File: config.mk
export PLATFORM = sky130hd
export DESIGN_NAME = leds_word_serializer
export DESIGN_NICKNAME = d
export VERILOG_FILES = /design/src/rtl/leds_word_serializer.sv
export SDC_FILE = /design/constraint.sdc
export NUM_CORES = 1
export LEC_CHECK = 0
export BUFFER_PORTS_ARGS = -buffer_cell sky130_fd_sc_hd__buf_4
export CAP_MARGIN = 5
export CORE_UTILIZATION = 40
export CTS_CLUSTER_SIZE = 20
export DETAILED_ROUTE_END_ITERATION = 7
export SYNTH_ARGS = -nofsm -noshare
export SYNTH_HDL_FRONTEND = slang
export SYNTH_SLANG_ARGS = --single-unit
File: constraint.sdc
create_clock -name clk -period 4.5 [get_ports clk]
set_clock_uncertainty 0.05 [all_clocks]
set_input_delay 0.45 -clock clk [delete_from_list [all_inputs] [get_ports clk]]
set_output_delay 0.45 -clock clk [all_outputs]
set_load 0.1 [all_outputs]
File: src/rtl/leds_word_serializer.sv
// MSB-first parallel-to-serial transmitter feeding the LED line shift register (dout/dout_ena).
// Optional feature: define SERIAL_PARITY_EN to append an even-parity bit after the data bits.
module leds_word_serializer #(
   parameter int WORD_WIDTH = 18,
   parameter int BIT_PERIOD = 4,
   parameter int GAP_CYCLES = 2
) (
   input  logic                  clk,
   input  logic                  rstn,
   input  logic [WORD_WIDTH-1:0] word_in,
   input  logic                  word_valid,
   output logic                  word_ready,
   output logic                  dout,
   output logic                  dout_ena,
   output logic                  busy,
   output logic                  done
);

`ifdef SERIAL_PARITY_EN
   localparam int N = WORD_WIDTH + 1;
`else
   localparam int N = WORD_WIDTH;
`endif
   localparam int BW = $clog2(N);
   localparam int CW = (BIT_PERIOD > 1) ? $clog2(BIT_PERIOD) : 1;
   localparam int GW = (GAP_CYCLES > 1) ? $clog2(GAP_CYCLES) : 1;

   localparam logic [CW-1:0] CNT_LAST = CW'(BIT_PERIOD - 1);
   localparam logic [BW-1:0] BIT_LAST = BW'(N - 1);
   localparam logic [GW-1:0] GAP_LAST = GW'((GAP_CYCLES > 0) ? GAP_CYCLES - 1 : 0);

   localparam logic [1:0] ST_IDLE  = 2'd0;
   localparam logic [1:0] ST_SHIFT = 2'd1;
   localparam logic [1:0] ST_GAP   = 2'd2;

   logic [1:0]    state;
   logic [N-1:0]  shreg;
   logic [N-1:0]  load_word;
   logic [CW-1:0] per_cnt;
   logic [BW-1:0] bit_cnt;
   logic [GW-1:0] gap_cnt;
   logic          accept;
   logic          strobe;
   logic          last_bit;

   // The parity bit rides in the LSB of the shift register so it leaves after the data bits.
`ifdef SERIAL_PARITY_EN
   assign load_word = {word_in, ^word_in};
`else
   assign load_word = word_in;
`endif

   assign accept   = word_valid & word_ready;
   assign strobe   = (state == ST_SHIFT) && (per_cnt == CNT_LAST);
   assign last_bit = (bit_cnt == '0);

   always_ff @(posedge clk or negedge rstn) begin
      if (!rstn) begin
         state   <= ST_IDLE;
         shreg   <= '0;
         per_cnt <= '0;
         bit_cnt <= '0;
         gap_cnt <= '0;
      end else begin
         case (state)
            ST_IDLE: begin
               if (accept) begin
                  shreg   <= load_word;
                  per_cnt <= '0;
                  bit_cnt <= BIT_LAST;
                  state   <= ST_SHIFT;
               end
            end
            ST_SHIFT: begin
               if (strobe) begin
                  per_cnt <= '0;
                  shreg   <= {shreg[N-2:0], 1'b0};
                  if (last_bit) begin
                     gap_cnt <= '0;
                     state   <= (GAP_CYCLES > 0) ? ST_GAP : ST_IDLE;
                  end else begin
                     bit_cnt <= bit_cnt - 1'b1;
                  end
               end else begin
                  per_cnt <= per_cnt + 1'b1;
               end
            end
            ST_GAP: begin
               if (gap_cnt == GAP_LAST) begin
                  state <= ST_IDLE;
               end else begin
                  gap_cnt <= gap_cnt + 1'b1;
               end
            end
            default: state <= ST_IDLE;
         endcase
      end
   end

   // Outputs decode registered state only, so async reset clears them in the same cycle.
   assign word_ready = (state == ST_IDLE);
   assign busy       = (state == ST_SHIFT) || (state == ST_GAP);
   assign dout       = (state == ST_SHIFT) && shreg[N-1];
   assign dout_ena   = strobe;
   assign done       = strobe && last_bit;

endmodule

* Yosys cells after proc, flatten, opt, wreduce, memory -nomap -nowiden
Index checks and enable logic that the tools add are counted.
** Storage, ports and cells
- Register bits :: 28
- Bits in latches :: 0
- Memory bits (writable) :: 0
- Bits in read-only memories :: 0
- Input bits :: 21
- Output and inout bits :: 5
- Logic and storage cells :: 49
- Memories kept :: 0
** Cells by class
- Add/subtract/negate cells :: 3
- Multipliers :: 0
- Divide/modulo/power cells :: 0
- Magnitude comparators :: 0
- Equal/unequal tests :: 8
- Shift operators :: 0
- Mux-type cells :: 19
- Bitwise operators :: 1
- Reductions and logical operators :: 13
** Operators by type and width (number)
- $mux 18 :: 2
- $pmux 18 s2 :: 1
- $mux 5 :: 3
- $mux 2 :: 6
- $pmux 5 s2 :: 1
- $ne 2x2->1 const B :: 4
- $reduce_and 4->1 :: 2
- $pmux 2 s3 :: 1
- $reduce_and 3->1 :: 2
- $logic_not 5->1 :: 1
- $sub 5x1->5 const B :: 1
- $eq 2x2->1 const B :: 2
- $pmux 2 s2 :: 1
- $reduce_bool 2->1 :: 2
- $logic_and 1x1->1 :: 3
- $mux 1 :: 3
- $add 2x1->2 const B :: 1
- $eq 2x1->1 const B :: 1
- $logic_not 2->1 :: 1
- $ne 2x1->1 const B :: 1
- $pmux 1 s2 :: 1
- $reduce_and 2->1 :: 1
- $add 1x1->1 const B :: 1
- $and 1x1->1 :: 1
- $logic_or 1x1->1 :: 1

* Depth between registers and ports, before layout
- Depth after elaboration :: 4
- Mapped depth :: 7
- Depth with buffers taken out :: 5

* Worst setup path after synthesis
No wires, ideal clock.
- Path type :: reg-to-output
- Start point :: register bit_cnt[0]
- End point :: output port done
- Arrival :: 3300 ps
- Required time :: 4000 ps
- Slack :: 700 ps
- Cell stages (with the launch flop) :: 6
- Path buffers :: 1
- Cell sequence :: dfrtp_1 -> inv_1 -> ha_1 -> or4b_4 -> buf_6 -> nor3_1
** Between the ends
- Longest elaborated chain between the ends :: 2
** Ends and longest elaborated chain
- from (decl) :: RTL line 40 : logic [BW-1:0] bit_cnt;
- from (signal assigned) :: RTL line 82 : bit_cnt <= bit_cnt - 1'b1;
- $logic_not 5->1 :: RTL line 55 : assign last_bit = (bit_cnt == '0);
- $logic_and 1x1->1 :: RTL line 105 : assign done = strobe && last_bit;
- to (decl) :: RTL line 16 : output logic done
No other way between the ends.

* Worst setup path in the final report
- Start point :: register state[1]
- End point :: output port done
** Between the ends
- Longest elaborated chain between the ends :: 3
** Ends and longest elaborated chain
- from (decl) :: RTL line 36 : logic [1:0] state;
- from (signal assigned) :: RTL line 80 : state <= (GAP_CYCLES > 0) ? ST_GAP : ST_IDLE;
- $eq 2x1->1 :: RTL line 54 : assign strobe = (state == ST_SHIFT) && (per_cnt == CNT_LAST);
- $logic_and 1x1->1 :: RTL line 54
- $logic_and 1x1->1 :: RTL line 105
No other way between the ends.

==> impl_metrics.toml <==
[routing]
drtPass1Iterations = 4
drtIter0Drc = 52
ant_nets = 0
dr_total_vias = 1301
drt-total-wl_um = 3510
drc = 0
via_per_inst = 5.94
drt-wirelength-per-cell_um = 16.0

[place]
io_buffer_count = 25
place_hpwl_um = 2300
gp_congestion = 0.732
preCtsSetupSlack_ns = 2.01

[die]
die_y_um = 64.5
ioPinCount = 26
start_util_pct = 42.3
num_rows = 22
core_area_um2 = 3690
dieArea_um2 = 4150
die_x_um = 64.5

[setup_path]
timing.rr.start = "state[1]"
worstSetupEndpointType = "output port"
path_class = "register to output port"
cp_max_fo = 31
required_ns = 4.00
crit_slowest_cell = "dfrtp_1"
r2r-end = "bit_cnt[1]"
slowest_delay_ns = 0.41
rrSetupSlack_ns = 1.98
crit_arrival_ns = 2.16
ff2ff_path_depth = 6
crit_chain = "inv_1 -> ha_1 -> buf_4 -> inv_1 -> nor3_1 -> buf_4"
start_kind = "register"

[sta]
fin_ws_ns = 1.84
hold_violations = 0
worst_pin_slew_ns = 1.16
min_period_over_period_pct = 59.1
rsz0062_at_grt = "false"
timing.fmax_ghz = 0.376
min_period_ns = 2.66
slew_headroom_pct = 22.4
final_max_slew_viol_count = 0
final.setup.tns_ns = 0
setup_viol = 0

[pwr]
p_per_area_nw_per_um2 = 866
p_leak_nw = 0.786
ir_worst_vdd_mv = 0.486

[global_route]
grt_pass1_wl_um = 5680
track_usage_pct = 17.7
antenna_found_initial = 0
grt_pass1_vias = 1224
grt_max_degree = 32
gr-total-overflow = 0

[clocking]
numClockSinks = 28
postCtsSetupRepairBufs = 0
path_clk_slew_ns = 0.10
cts_buffers = 3
cts_htree_levels = 1
clkLatencyLatePin_ns = 0.28
cts_tree = "done"
cts_resized = 0
cts_root_buf = "clkbuf_8"
clock_path_buffers = 2
postCtsHoldBufs = 0

[synth]
synth_top_area_cell = "dfrtp_1"
syn-num-nets = 179
synthCells = 153
syn_area_um2 = 1560
synth-edff-count = 0
ys_types = 36
yosys-top-cells-area = "dfrtp_1 45%, mux2i_1 11%, a31oi_1 8.4%"
synth_top_area_share_pct = 44.9
synth_seq_area_share_pct = 44.9
async_flop_share_pct = 100
yosys_warnings = 0
ys.flop_type = "dfrtp_1"
ys_ff_latch = 28
syn_avg_cell_area_um2 = 10.2

[finish]
final_common_cell = "dfrtp_1"
antennaDiodeCount = 0
final_nets = 198
layout_common_cells = "28 x dfrtp_1, 26 x buf_4, 21 x a31oi_1"
drive_above_1_share_pct = 19.9
syn2layout_area_growth_pct = 17.2

[outcome]
outcome = "finished clean"

[min_path]
hold_path.class = "input port to asynchronous set/reset pin"

[job]
max-cap-violations = 0
-- how the worst max path moves through the flow --
stage | from | end | slack (ns) | cells past startpoint
global route | state[1] | done | 1.70 | 6
floorplan | bit_cnt[0] | done | 0.70 | 5
global placement | state[1] | bit_cnt[1] | 2.07 | 6
CTS | state[1] | done | 1.84 | 6
detailed placement | state[1] | bit_cnt[1] | 2.01 | 6
finish | state[1] | done | 1.84 | 6
-- Yosys cell counts, types with 3 or more instances --
| library cell | instances |
|---|---|
| o41ai_1 | 3 |
| inv_1 | 7 |
| nor3_1 | 3 |
| ha_1 | 5 |
| mux2i_1 | 17 |
| nor2b_1 | 5 |
| a31oi_1 | 21 |
| nand2b_1 | 3 |
| clkbuf_1 | 6 |
| o21ai_0 | 6 |
| nor2_1 | 4 |
| dfrtp_1 | 28 |
| nand4_1 | 3 |
| a21oi_1 | 17 |
| buf_2 | 4 |
-- stage by stage --
| stage | hold slack [ns] | total power, W | area (um^2) | std cells | util [%] |
|---|---|---|---|---|---|
| floorplan | 0.104 | 0.00121 | 1560 | 153 | - |
| global placement | 0.341 | 0.00136 | 1760 | 215 | 47.7 |
| detailed placement | 0.343 | 0.00138 | 1760 | 215 | 47.7 |
| CTS | 0.0363 | 0.00158 | 1830 | 219 | 49.6 |
| global route | 0.0455 | 0.00169 | 1830 | 219 | 49.6 |
| finish | 0.0273 | 0.00158 | 1830 | 219 | 49.6 |
-- area by class of cell --
cell class                      instances  area, um^2
Clock inverter                          1        30.0
Multi-Input combinational cell        106         776
Tap cell                               48        60.1
Sequential cell                        28         701
Inverter                                7        26.3
Timing Repair Buffer                   26         195
Fill cell                             358        1860
Clock buffer                            3        41.3
-- where the power goes --
| group | internal (W) | switching, W |
|---|---|---|
| Sequential | 0.000372 | 0.0000742 |
| Combinational | 0.000316 | 0.000621 |
| Clock | 0.000119 | 0.0000824 |
| Total | 0.000806 | 0.000777 |
-- worst max-delay path: cells and delay by family (launching register included) --
kind	cells	cell delay (ns)
buf+inv	4	1.05
flops	1	0.41
simple gates	1	0.23
fa+ha+maj	1	0.18
-- sequential cells by signal, summed over array words and instances (netlist names) --
signal,flops
bit_cnt,5
per_cnt,2
shreg,18
gap_cnt,1
state,2
-- metal layers --
metal  GRT usage [%]  share of wire, %  up-vias
met5               0                 0        -
met4            6.94               1.3        0
met3            2.11               4.5        5
met2            27.5                47       44
met1            25.2                47      637
li1                -                 -      615
-- cells by family after synthesis --
family,synth area share (%)
mux,11.6
fa+ha+maj,4.01
flops,44.9
compound gates,22.7
buf+inv,5.37
simple gates,11.4
No activity file was read; power rests on OpenSTA's default activity.
